==> config.mk <==
export PLATFORM = sky130hd
export DESIGN_NAME = fmul_share_arb
export DESIGN_NICKNAME = d
export VERILOG_FILES = /design/src/rtl/fmul_arb_pkg.sv /design/src/rtl/rr_arbiter.sv /design/src/rtl/fmul_share_arb.sv
export SDC_FILE = /design/constraint.sdc
export NUM_CORES = 1
export LEC_CHECK = 0
export CAP_MARGIN = 30
export CORE_AREA = 2 2 155 157
export DETAILED_ROUTE_END_ITERATION = 10
export DIE_AREA = 0 0 157 159
export PLACE_DENSITY = 0.55
export SYNTH_ARGS = -nofsm -noshare
export SYNTH_HDL_FRONTEND = slang
export SYNTH_HIERARCHICAL = 1
export SYNTH_SLANG_ARGS = --single-unit
==> constraint.sdc <==
create_clock -name clk_i -period 8.3 [get_ports clk_i]
set_input_delay 2.49 -clock clk_i [delete_from_list [all_inputs] [get_ports clk_i]]
set_output_delay 2.49 -clock clk_i [all_outputs]
set_load 0.02 [all_outputs]
==> src/rtl/fmul_arb_pkg.sv <==
// Shared types for the FP32 multiplier share arbiter.
// Tag bundle, operand/rounding types, default latency.
package fmul_arb_pkg;

  typedef logic [31:0] fp32_t;
  typedef logic [1:0]  rmode_t;

  localparam rmode_t RM_RNE = 2'b00;
  localparam rmode_t RM_RTZ = 2'b01;
  localparam rmode_t RM_RUP = 2'b10;
  localparam rmode_t RM_RDN = 2'b11;

  localparam int FMUL_LAT_DEFAULT = 3;

  // wide enough for the largest requester count (8)
  localparam int TAG_ID_W = 3;

  typedef struct packed {
    logic                valid;
    logic [TAG_ID_W-1:0] id;
  } tag_t;

endpackage

==> src/rtl/rr_arbiter.sv <==
// Combinational grant picker, round-robin from ptr by default.
// FMUL_ARB_FIXED_PRIO_EN selects lowest-index-wins priority.
module rr_arbiter #(
  parameter int N = 4,
  parameter int W = $clog2(N)
) (
  input  logic [N-1:0] req,
  input  logic [W-1:0] ptr,
  input  logic         en,
  output logic [N-1:0] gnt,
  output logic [W-1:0] idx
);

`ifdef FMUL_ARB_FIXED_PRIO_EN
  logic unused_ptr;
  assign unused_ptr = |ptr;

  // first requester from index 0 upward wins
  always_comb begin
    logic found;
    found = 1'b0;
    gnt   = '0;
    idx   = '0;
    for (int i = 0; i < N; i++) begin
      if (en && !found && req[i]) begin
        found  = 1'b1;
        gnt[i] = 1'b1;
        idx    = W'(i);
      end
    end
  end
`else
  // first requester at or after ptr, wrapping, wins
  always_comb begin
    logic         found;
    logic [W-1:0] k;
    found = 1'b0;
    k     = '0;
    gnt   = '0;
    idx   = '0;
    for (int i = 0; i < N; i++) begin
      k = W'((int'(ptr) + i) % N);
      if (en && !found && req[k]) begin
        found  = 1'b1;
        gnt[k] = 1'b1;
        idx    = k;
      end
    end
  end
`endif

endmodule

==> src/rtl/fmul_share_arb.sv <==
// Shares one pipelined FP32 multiplier among N_REQ requesters.
// Macro FMUL_ARB_FIXED_PRIO_EN: fixed priority, no rr pointer.
module fmul_share_arb
  import fmul_arb_pkg::*;
#(
  parameter int N_REQ   = 4,
  parameter int MUL_LAT = FMUL_LAT_DEFAULT,
  parameter int ID_W    = $clog2(N_REQ)
) (
  input  logic              clk_i,
  input  logic              rst_ni,
  input  logic [N_REQ-1:0]  req_valid_i,
  input  logic [N_REQ*32-1:0] req_opa_i,
  input  logic [N_REQ*32-1:0] req_opb_i,
  output logic [N_REQ-1:0]  req_ready_o,
  input  rmode_t            rmode_i,
  output logic              mul_en_o,
  output fp32_t             mul_opa_o,
  output fp32_t             mul_opb_o,
  output rmode_t            mul_rmode_o,
  input  fp32_t             mul_result_i,
  output logic              rsp_valid_o,
  output logic [ID_W-1:0]   rsp_id_o,
  output fp32_t             rsp_data_o,
  input  logic              rsp_ready_i,
  output logic              busy_o
);

  tag_t                tags [MUL_LAT];
  logic [N_REQ-1:0]    gnt;
  logic [ID_W-1:0]     gnt_idx;
  logic [ID_W-1:0]     arb_ptr;
  logic                xfer;
  logic                rsp_valid;
  logic [TAG_ID_W-1:0] unused_id;

  assign rsp_valid   = tags[MUL_LAT-1].valid;
  assign mul_en_o    = !(rsp_valid && !rsp_ready_i);
  assign xfer        = |gnt;
  assign req_ready_o = gnt;

  assign rsp_valid_o = rsp_valid;
  assign rsp_id_o    = tags[MUL_LAT-1].id[ID_W-1:0];
  assign rsp_data_o  = mul_result_i;
  assign unused_id   = tags[MUL_LAT-1].id;

  rr_arbiter #(
    .N (N_REQ),
    .W (ID_W)
  ) u_arb (
    .req (req_valid_i),
    .ptr (arb_ptr),
    .en  (mul_en_o),
    .gnt (gnt),
    .idx (gnt_idx)
  );

`ifdef FMUL_ARB_FIXED_PRIO_EN
  assign arb_ptr = '0;
`else
  logic [ID_W-1:0] rr_ptr;
  assign arb_ptr = rr_ptr;

  // advance past the winner only on an accepted transfer
  always_ff @(posedge clk_i or negedge rst_ni) begin
    if (!rst_ni) begin
      rr_ptr <= '0;
    end else if (xfer) begin
      if (gnt_idx == ID_W'(N_REQ - 1))
        rr_ptr <= '0;
      else
        rr_ptr <= gnt_idx + ID_W'(1);
    end
  end
`endif

  // operand mux from the granted requester, zero when idle
  always_comb begin
    mul_opa_o = '0;
    mul_opb_o = '0;
    for (int k = 0; k < N_REQ; k++) begin
      if (gnt[k]) begin
        mul_opa_o = req_opa_i[k*32 +: 32];
        mul_opb_o = req_opb_i[k*32 +: 32];
      end
    end
  end

  // tag pipeline tracks owner of each in-flight multiply
  always_ff @(posedge clk_i or negedge rst_ni) begin
    if (!rst_ni) begin
      for (int i = 0; i < MUL_LAT; i++)
        tags[i] <= '0;
    end else if (mul_en_o) begin
      tags[0] <= '{valid: xfer, id: TAG_ID_W'(gnt_idx)};
      for (int i = 1; i < MUL_LAT; i++)
        tags[i] <= tags[i-1];
    end
  end

  // busy while any tag stage holds a live operation
  always_comb begin
    busy_o = 1'b0;
    for (int i = 0; i < MUL_LAT; i++)
      busy_o = busy_o | tags[i].valid;
  end

  // rounding mode only changes when the pipe is empty and idle
  always_ff @(posedge clk_i or negedge rst_ni) begin
    if (!rst_ni)
      mul_rmode_o <= RM_RNE;
    else if (!busy_o && !xfer)
      mul_rmode_o <= rmode_i;
  end

endmodule

======== Word level (Yosys, flattened, before mapping) ========
Cells that the tools add are included.
operators by class
  reductions and logical operators ........ 21
  bitwise gates (word level) .............. 5
  $add $sub $neg .......................... 4
  eq/ne operators ......................... 1
  $lt $le $gt $ge ......................... 8
  mux-type cells .......................... 36
operators by type and width
  cell                 count
  $mux 32              8
  $mux 4               4
  $logic_and 1x1->1    13
  $lt 2x3->1 const B   4
  $or 4x4->4           3
  $mux 1               11
  $mux 2               5
  $bmux 1 s2           4
  $demux 1 s2          4
  $ge 2x1->1 const B   4
  $logic_not 1->1      7
  $add 2x1->2 const B  2
  $add 2x2->2 const B  2
  $reduce_or 4->1      1
  $eq 2x2->1 const B   1
  $or 1x1->1           2
storage, ports and cells
  register bits ........................... 13
  word-level logic and storage cells ...... 83
  output and inout port bits .............. 107

======== Depth between registers and ports, before layout ========
Gate-level depths: netlist of the first run.
  depth in word-level cells ............... 21
  depth in mapped cells ................... 13

======== Cells and area by module ========
The synthesis of the first run kept the hierarchy.
by module, submodules not included
  module          area an instance (um^2)  cells each  instances
  fmul_share_arb  3,550.9                  387         1
  rr_arbiter      636.9                    71          1

======== Least setup slack after synthesis of the first run ========
OpenSTA, ideal clock, no wires.
  path kind ............................... input to output
  from .................................... in rsp_ready_i
  to ...................................... out mul_opa_o[31]
  stages on the path ...................... 11
  data arrival time ....................... 5.556 ns
  setup slack ............................. 0.254 ns
  required time ........................... 5.810 ns
  cells stage by stage .................... nor2b_1 clkbuf_1 inv_1 buf_2 inv_1 nor4_4 o21ai_2 o221ai_1 clkbuf_8 a221oi_1 o31ai_1
RTL lines
  what                            RTL line              text
  from (decl)                     fmul_share_arb.sv:25  input logic rsp_ready_i,
  $logic_not 1->1 (*)             fmul_share_arb.sv:38  assign mul_en_o = !(rsp_valid && !rsp_ready_i);
  $logic_and 1x1->1 (*)           fmul_share_arb.sv:38
  $logic_not 1->1 (*)             fmul_share_arb.sv:38
  net mul_en_o                    fmul_share_arb.sv:17  output logic mul_en_o,
  $logic_and 1x1->1               rr_arbiter.sv:43      if (en && !found && req[k]) begin
  $mux 1                          rr_arbiter.sv:43
  $logic_not 1->1                 rr_arbiter.sv:43
  $logic_and 1x1->1 (2 in a row)  rr_arbiter.sv:43
  $mux 1                          rr_arbiter.sv:43
  $logic_not 1->1                 rr_arbiter.sv:43
  $logic_and 1x1->1 (2 in a row)  rr_arbiter.sv:43
  $mux 1                          rr_arbiter.sv:43
  $logic_not 1->1                 rr_arbiter.sv:43
  $logic_and 1x1->1 (2 in a row)  rr_arbiter.sv:43
  $mux 4 (*)                      rr_arbiter.sv:43
  net req_ready_o[1]              fmul_share_arb.sv:15  output logic [N_REQ-1:0] req_ready_o,
  $mux 32 (*) (3 in a row)        fmul_share_arb.sv:82  if (gnt[k]) begin
  to (decl)                       fmul_share_arb.sv:18  output fp32_t mul_opa_o,
Mark *: on every way through the listed nets, which the timed path passes. The rest lies on a longest branch.

======== Final worst setup path of the first run ========
  from .................................... in req_valid_i[1]
  to ...................................... out mul_opa_o[23]
on the way
  word-level cells in the longest chain between the ends .. 20
ends and longest elaborated chain
  what                            RTL line              text
  from (decl)                     fmul_share_arb.sv:12  input logic [N_REQ-1:0] req_valid_i,
  $bmux 1 s2                      rr_arbiter.sv:43
  $mux 1 (implied by the code)    rr_arbiter.sv:43
  $logic_and 1x1->1               rr_arbiter.sv:43
  $mux 1                          rr_arbiter.sv:43
  $logic_not 1->1                 rr_arbiter.sv:43
  $logic_and 1x1->1 (2 in a row)  rr_arbiter.sv:43
  $mux 1                          rr_arbiter.sv:43
  $logic_not 1->1                 rr_arbiter.sv:43
  $logic_and 1x1->1 (2 in a row)  rr_arbiter.sv:43
  $mux 1                          rr_arbiter.sv:43
  $logic_not 1->1                 rr_arbiter.sv:43
  $logic_and 1x1->1 (2 in a row)  rr_arbiter.sv:43
  $mux 4 (*)                      rr_arbiter.sv:43
  $mux 32 (3 in a row)            fmul_share_arb.sv:82
  $mux 32 (*)                     fmul_share_arb.sv:82
Mark *: on every way between the ends. The rest lies on a longest branch, timed or not. The select of a mux whose other input is x is not followed.

==> impl_metrics.json, run 1 <==
{
  "synth_edf_count": 0,
  "synth_most_common_cell": "nand2_1",
  "grt_max_degree": 59,
  "grt_pass1_wl_um": 27170,
  "drt-pass1-iter-count": 4,
  "synth_nets": 764,
  "num-nets-final": 1065,
  "post-route-util_pct": 34.49,
  "dr.first_iter.drc_count": 149,
  "drt-total-wl_um": 18630,
  "hold_path_class": "reg2reg",
  "viasPerCell": 4.348,
  "ys_warn_count": 6,
  "worstMarginPinSlew_ps": 740.4,
  "end_kind": "output pin",
  "synth_top_area_cell": "a221oi_2",
  "ys_seq_area_share_pct": 7.768,
  "n_fill_cell": 2384,
  "fin_crit_ps": 8099,
  "post-route-drc-count": 0,
  "h-tree-depth": 1,
  "die-area_um2": 24960,
  "tns_ps": 0,
  "avgSynthCellArea_um2": 9.144,
  "clock-sinks": 13,
  "clock.fmax_mhz": 123.5,
  "antenna_found_initial": 0,
  "coreArea_um2": 23190,
  "pwr-share-clk_pct": 2.3,
  "die_w_um": 157,
  "globalRouteTotalUtil_pct": 13.62,
  "syn-cell-area_um2": 4188,
  "intPower_w": 0.001941,
  "top_layer": "met4",
  "netSwitchingFraction_pct": 49.70,
  "post_drt_wl_per_cell_um": 17.29,
  "cts_root_buffer": "clkbuf_16",
  "p_switching_w": 0.001918,
  "io_pins": 404,
  "cellPowerDensity_nw_per_um2": 482.4,
  "p_leak_nw": 3.404,
  "dp_hpwl_um": 15090,
  "arrival_ps": 5610,
  "syn_inst": 458,
  "wl_met2_um": 9796,
  "antenna_left": 0,
  "port_buffers": 339,
  "final-hold-violation-count": 0,
  "p_seq_share_pct": 3.6,
  "cts_tree": "built",
  "die-height_um": 159,
  "synth_top_area_share_pct": 21.51,
  "clk_pin_slew_ps": 40,
  "synth_flop_cell": "dfrtp_1",
  "rows": 56,
  "power_w": 0.003858,
  "clk_latency_ps": 240,
  "postSynth.asyncResetShare_pct": 100.0,
  "seq_area_um2": 325.3,
  "path_max_fanout": 20,
  "synth.distinct_cells": 45,
  "diodes": 0,
  "skew_ps": 2.679,
  "yosys-top-cells-count": "95 x nand2_1, 65 x nor2b_1, 60 x a221oi_2, 60 x o31ai_2, 38 x buf_4",
  "ys_ff_latch": 13,
  "gp_congestion": 0.8588,
  "drv_slew": 0,
  "outcome": "completed",
  "setup_violations": 0,
  "grt_pass1_vias": 4742,
  "comb_power_share_pct": 94.1,
  "synthTopCellsByArea": "a221oi_2 22%, o31ai_2 18%, nor2b_1 9.7%",
  "vias": 4683,
  "cts-buffers-inserted": 3,
  "rsz0062_at_grt": "false",
  "met1_length_um": 7325,
  "drive_above_1_share_pct": 24.01,
  "multi_input_area_um2": 3187,
  "path_class": "in2out",
  "timing.final.crit_share_pct": 97.58,
  "start_util_pct": 18.06,
  "grt.overflow.total": 0,
  "syn_to_final_growth_pct": 91.01,
  "maxCapViolCount": 0,
  "required_ps": 5810,
  "wl_met3_um": 1334,
  "critPathLaunchType": "primary input",
  "peakVddDrop_uv": 243.3,
  "maxSlewHeadroom_pct": 50.64,
  "clk_path_buf_depth": 2
}
==> what timing repair did <==
item	in CTS	in global routing
resized for setup	0	45
hold buffers	0	0
setup endpoints to repair	0	52
setup buffers	0	1
==> worst max-delay path: stages <==
cell and delay, ps:
clkdlybuf4s50_1 540, mux4_2 530, nor2b_1 170, o21ai_2 150, buf_4 180, o221ai_4 220, buf_12 220, buf_4 200
a221oi_2 50, o31ai_2 210, clkdlybuf4s50_1 630
==> routing by layer <==
| metal | vias up | track usage [%] |
|---|---|---|
| met3 | 12 | 2.749 |
| met2 | 186 | 26.18 |
| met4 | 0 | 1.877 |
| li1 | 2288 | - |
| met5 | - | 0 |
| met1 | 2197 | 15.60 |
==> registers in the layout (all words and copies together), names as in the netlist <==
register / flops
rsp_valid_o: 1
mul_rmode_o: 2
arb_ptr: 2
unused_id: 2
tags: 6
==> final timing paths <==
kind / to / cells past startpoint / slack [ps] / start
max: mul_opa_o[23] / 11 / 200 / req_valid_i[1]
min: tags[9] / 2 / 470 / tags[9]
max reg2reg: mul_rmode_o[0] / 12 / 4050 / arb_ptr[0]
min reg2reg: tags[9] / 2 / 470 / tags[9]
max in group asynchronous: tags[4] / 1 / 5290 / rst_ni
min in group asynchronous: mul_rmode_o[1] / 1 / 2630 / rst_ni
==> final cells by class <==
cell class,count,area share (%)
repair buffers,378,49.60
flip-flops and latches,13,4.067
well taps,319,4.990
clock buffers,4,0.9855
inverters,11,0.5162
multi-input cells,352,39.84
==> power by group through the flow <==
stage	clock network [W]	logic, W	registers [W]
after CTS	0.0000921	0.00371	0.000138
after global routing	0.0000947	0.00387	0.000146
final	0.0000905	0.00363	0.000138
after floorplan	0	0.00238	0.000125
after global placement	0	0.00370	0.000138
after detailed placement	0	0.00370	0.000138
==> placed cells by master (no fill, tap or decap), types with 3 or more instances in the layout <==
cell type        count
mux4_2               4
buf_12              12
nor2b_1             65
clkdlybuf4s50_1    295
inv_1               10
dlymetal6s2s_1      44
o31ai_1              3
clkbuf_16            4
a21oi_1              6
mux2_2               4
o221ai_4             3
nor2_1               3
o31ai_2             60
nor4_4               3
buf_4               25
o211ai_1             5
dfrtp_1             13
o21ai_0              4
o21a_1               4
a221oi_2            60
nand2_1             95
ha_1                 9
==> per-stage QoR <==
stage                     hold slack [ps]  cell area [µm²]  cells  setup slack [ps]
after floorplan                     438.6             4188    458             254.3
after global placement              454.5             7774   1071             101.3
after detailed placement            461.0             7774   1071             74.30
after CTS                           472.1             7853   1075             46.74
after global routing                499.7             7999   1077             1.042
final                               467.8             7999   1077             200.8
==> kinds of logic after synthesis <==
group	count (synthesis)	synth area share (%)
simple gates	175	21.90
compound gates	155	45.68
buf+inv	93	17.36
mux	13	4.601
flops	13	7.768
fa+ha+maj	9	2.689
Note: power is estimated with default switching activity, not from simulation.
==> run 2, diff against run 1 <==
CELL_PAD_IN_SITES_DETAIL_PLACEMENT = 0   (was unset)
CELL_PAD_IN_SITES_GLOBAL_PLACEMENT = 1   (was unset)
CORE_AREA = 2 2 157 159   (was 2 2 155 157)
DIE_AREA = 0 0 159 161   (was 0 0 157 159)
PLACE_DENSITY = 0.75   (was 0.55)
==> run 2 against run 1 <==
Worst setup slack worse by 43 ps. Highest routed layer unchanged. Critical path depth unchanged. Register-to-register slack better by 300 ps. Critical endpoint is now mul_opa_o[30]. Via count down 0.21%. Combinational power about the same. Largest power group unchanged. Sequential share of layout area about the same. Routed wire length up 4.1%. Power about the same.
==> impl_metrics.json, run 2 (synthesized netlist as in run 1, its figures left out) <==
{
  "intPower_w": 0.001916,
  "comb_power_share_pct": 94.1,
  "required_ps": 5810,
  "grt_pass1_wl_um": 28810,
  "min_from": "tags[8]",
  "gp_congestion": 0.8260,
  "diodes": 0,
  "globalRouteTotalUtil_pct": 13.85,
  "cts_root_buffer": "clkbuf_16",
  "arrival_ps": 5650,
  "clk_latency_ps": 240,
  "maxSlewHeadroom_pct": 50.26,
  "timing.final.crit_share_pct": 98.10,
  "drv_slew": 0,
  "start_util_pct": 17.48,
  "layout_commonest_cell": "clkdlybuf4s50_1",
  "grt_pass1_vias": 4930,
  "path_class": "in2out",
  "p_leak_nw": 3.553,
  "die-height_um": 161,
  "reg2reg_from": "arb_ptr[0]",
  "viasPerCell": 4.347,
  "final-hold-violation-count": 0,
  "rsz0062_at_grt": "false",
  "antenna_found_initial": 0,
  "vias": 4673,
  "cts_tree": "built",
  "clk_path_buf_depth": 2,
  "critPathLaunchType": "primary input",
  "die-area_um2": 25600,
  "path_buf_inv": 5,
  "grt.overflow.total": 0,
  "drt-total-wl_um": 19390,
  "timing.rr.end": "mul_rmode_o[0]",
  "num-nets-final": 1058,
  "grt_max_degree": 54,
  "critPathLaunch": "req_valid_i[3]",
  "clock.fmax_mhz": 122.8,
  "largest_register_ff_count": 6,
  "skew_ps": 1.634,
  "cts-buffers-inserted": 3,
  "tns_ps": 0,
  "r2r_slack_ps": 4350,
  "cpPeakStageDelay_ps": 600,
  "n_fill_cell": 2496,
  "outcome": "completed",
  "hold_path_class": "reg2reg",
  "drt-pass1-iter-count": 4,
  "post-route-drc-count": 0,
  "cpMaxStageDelayCell": "mux4_2",
  "end_kind": "output pin",
  "largest_register": "tags",
  "clk_pin_slew_ps": 40,
  "path_max_fanout": 22,
  "dp_hpwl_um": 15330,
  "syn_to_final_growth_pct": 91.31,
  "netSwitchingFraction_pct": 50.29,
  "path_delay_family": "buffers and inverters",
  "post_drt_wl_per_cell_um": 18.04,
  "p_seq_share_pct": 3.6,
  "cellPowerDensity_nw_per_um2": 481.2,
  "min_path_cells": 2,
  "reg2regPathDepth": 10,
  "io_pins": 404,
  "holdPathEnd": "tags[8]",
  "pwr-share-clk_pct": 2.3,
  "final_cell_mix": "281 x clkdlybuf4s50_1, 95 x nand2_1, 65 x nor2b_1, 60 x a221oi_2, 60 x o31ai_2",
  "drive_above_1_share_pct": 23.44,
  "antenna_left": 0,
  "die_w_um": 159,
  "worstMarginPinSlew_ps": 746.1,
  "rows": 57,
  "power_w": 0.003855,
  "setup_violations": 0,
  "coreArea_um2": 23960,
  "crit_chain": "clkdlybuf4s50_1 > mux4_2 > buf_4 > nand2_1 > o21a_1 > o221ai_4 > buf_12 > buf_4 > a21oi_1 > a22o_1 > clkdlybuf4s50_1",
  "peakVddDrop_uv": 263.0,
  "h-tree-depth": 1,
  "dr.first_iter.drc_count": 173,
  "fin_crit_ps": 8142,
  "p_switching_w": 0.001939,
  "clock-sinks": 13,
  "port_buffers": 339,
  "maxCapViolCount": 0
}
[run 2: routing by layer]
metal	share of wire, %	routed length [µm]	global-route usage, %	vias to the layer above
li1	-	-	-	2273
met5	0	0	0	-
met4	1.1	216	1.818	0
met3	6.7	1297	3.621	12
met2	51	9836	25.22	197
met1	41	8043	16.80	2191
[run 2: worst register-to-register path: stages (launching register included)]
cell and delay (ps):
dfrtp_1 820, inv_2 190, ha_1 580, mux4_2 550, nor2b_1 150, o21ai_2 190
o221ai_4 270, buf_12 230, nor4_4 430, nand2b_4 100, mux2_1 320
[run 2: final cells by class]
| cell class | instances | area (µm²) | area share (%) |
|---|---|---|---|
| timing repair buffer | 371 | 3968 | 49.52 |
| multi-input combinational | 352 | 3193 | 39.86 |
| tap | 324 | 405.4 | 5.060 |
| sequential | 13 | 325.3 | 4.061 |
| clock buffer | 4 | 78.83 | 0.9839 |
| inverter | 11 | 41.29 | 0.5154 |
[run 2: what timing repair did]
item,in CTS,in global routing
pin swaps,0,1
hold buffers,0,0
gates cloned,0,1
setup endpoints to repair,1,59
gates resized for setup,1,58
buffers inserted,0,1
[run 2: worst max path at each step]
stage	end	slack, ps	depth (start not counted)
global placement	mul_opa_o[5]	50	11
detailed placement	mul_opa_o[5]	30	11
floorplan	mul_opa_o[31]	250	11
global route	mul_opa_o[30]	1	11
CTS	mul_opa_o[4]	30	11
finish	mul_opa_o[30]	160	11
[run 2: stage by stage]
| step | instance area (µm²) | setup slack [ps] | util (%) | hold slack [ps] | cells |
|---|---|---|---|---|---|
| 2_1_floorplan | 4188 | 254.3 | - | 438.6 | 458 |
| 3_3_place_gp | 7752 | 53.11 | 32.35 | 454.3 | 1069 |
| 3_5_place_dp | 7752 | 26.97 | 32.35 | 458.4 | 1069 |
| 4_1_cts | 7830 | 25.69 | 32.68 | 469.1 | 1073 |
| 5_1_grt | 8011 | 1.350 | 33.43 | 490.3 | 1075 |
| 6_report | 8011 | 157.6 | 33.43 | 463.9 | 1075 |
[run 2: power by group through the flow]
stage | logic, W | registers (W) | clock network (W)
final | 0.00363 | 0.000137 | 0.0000897
after global routing | 0.00387 | 0.000144 | 0.0000952
after CTS | 0.00371 | 0.000138 | 0.0000912
after detailed placement | 0.00371 | 0.000138 | 0
after global placement | 0.00370 | 0.000137 | 0
after floorplan | 0.00238 | 0.000125 | 0
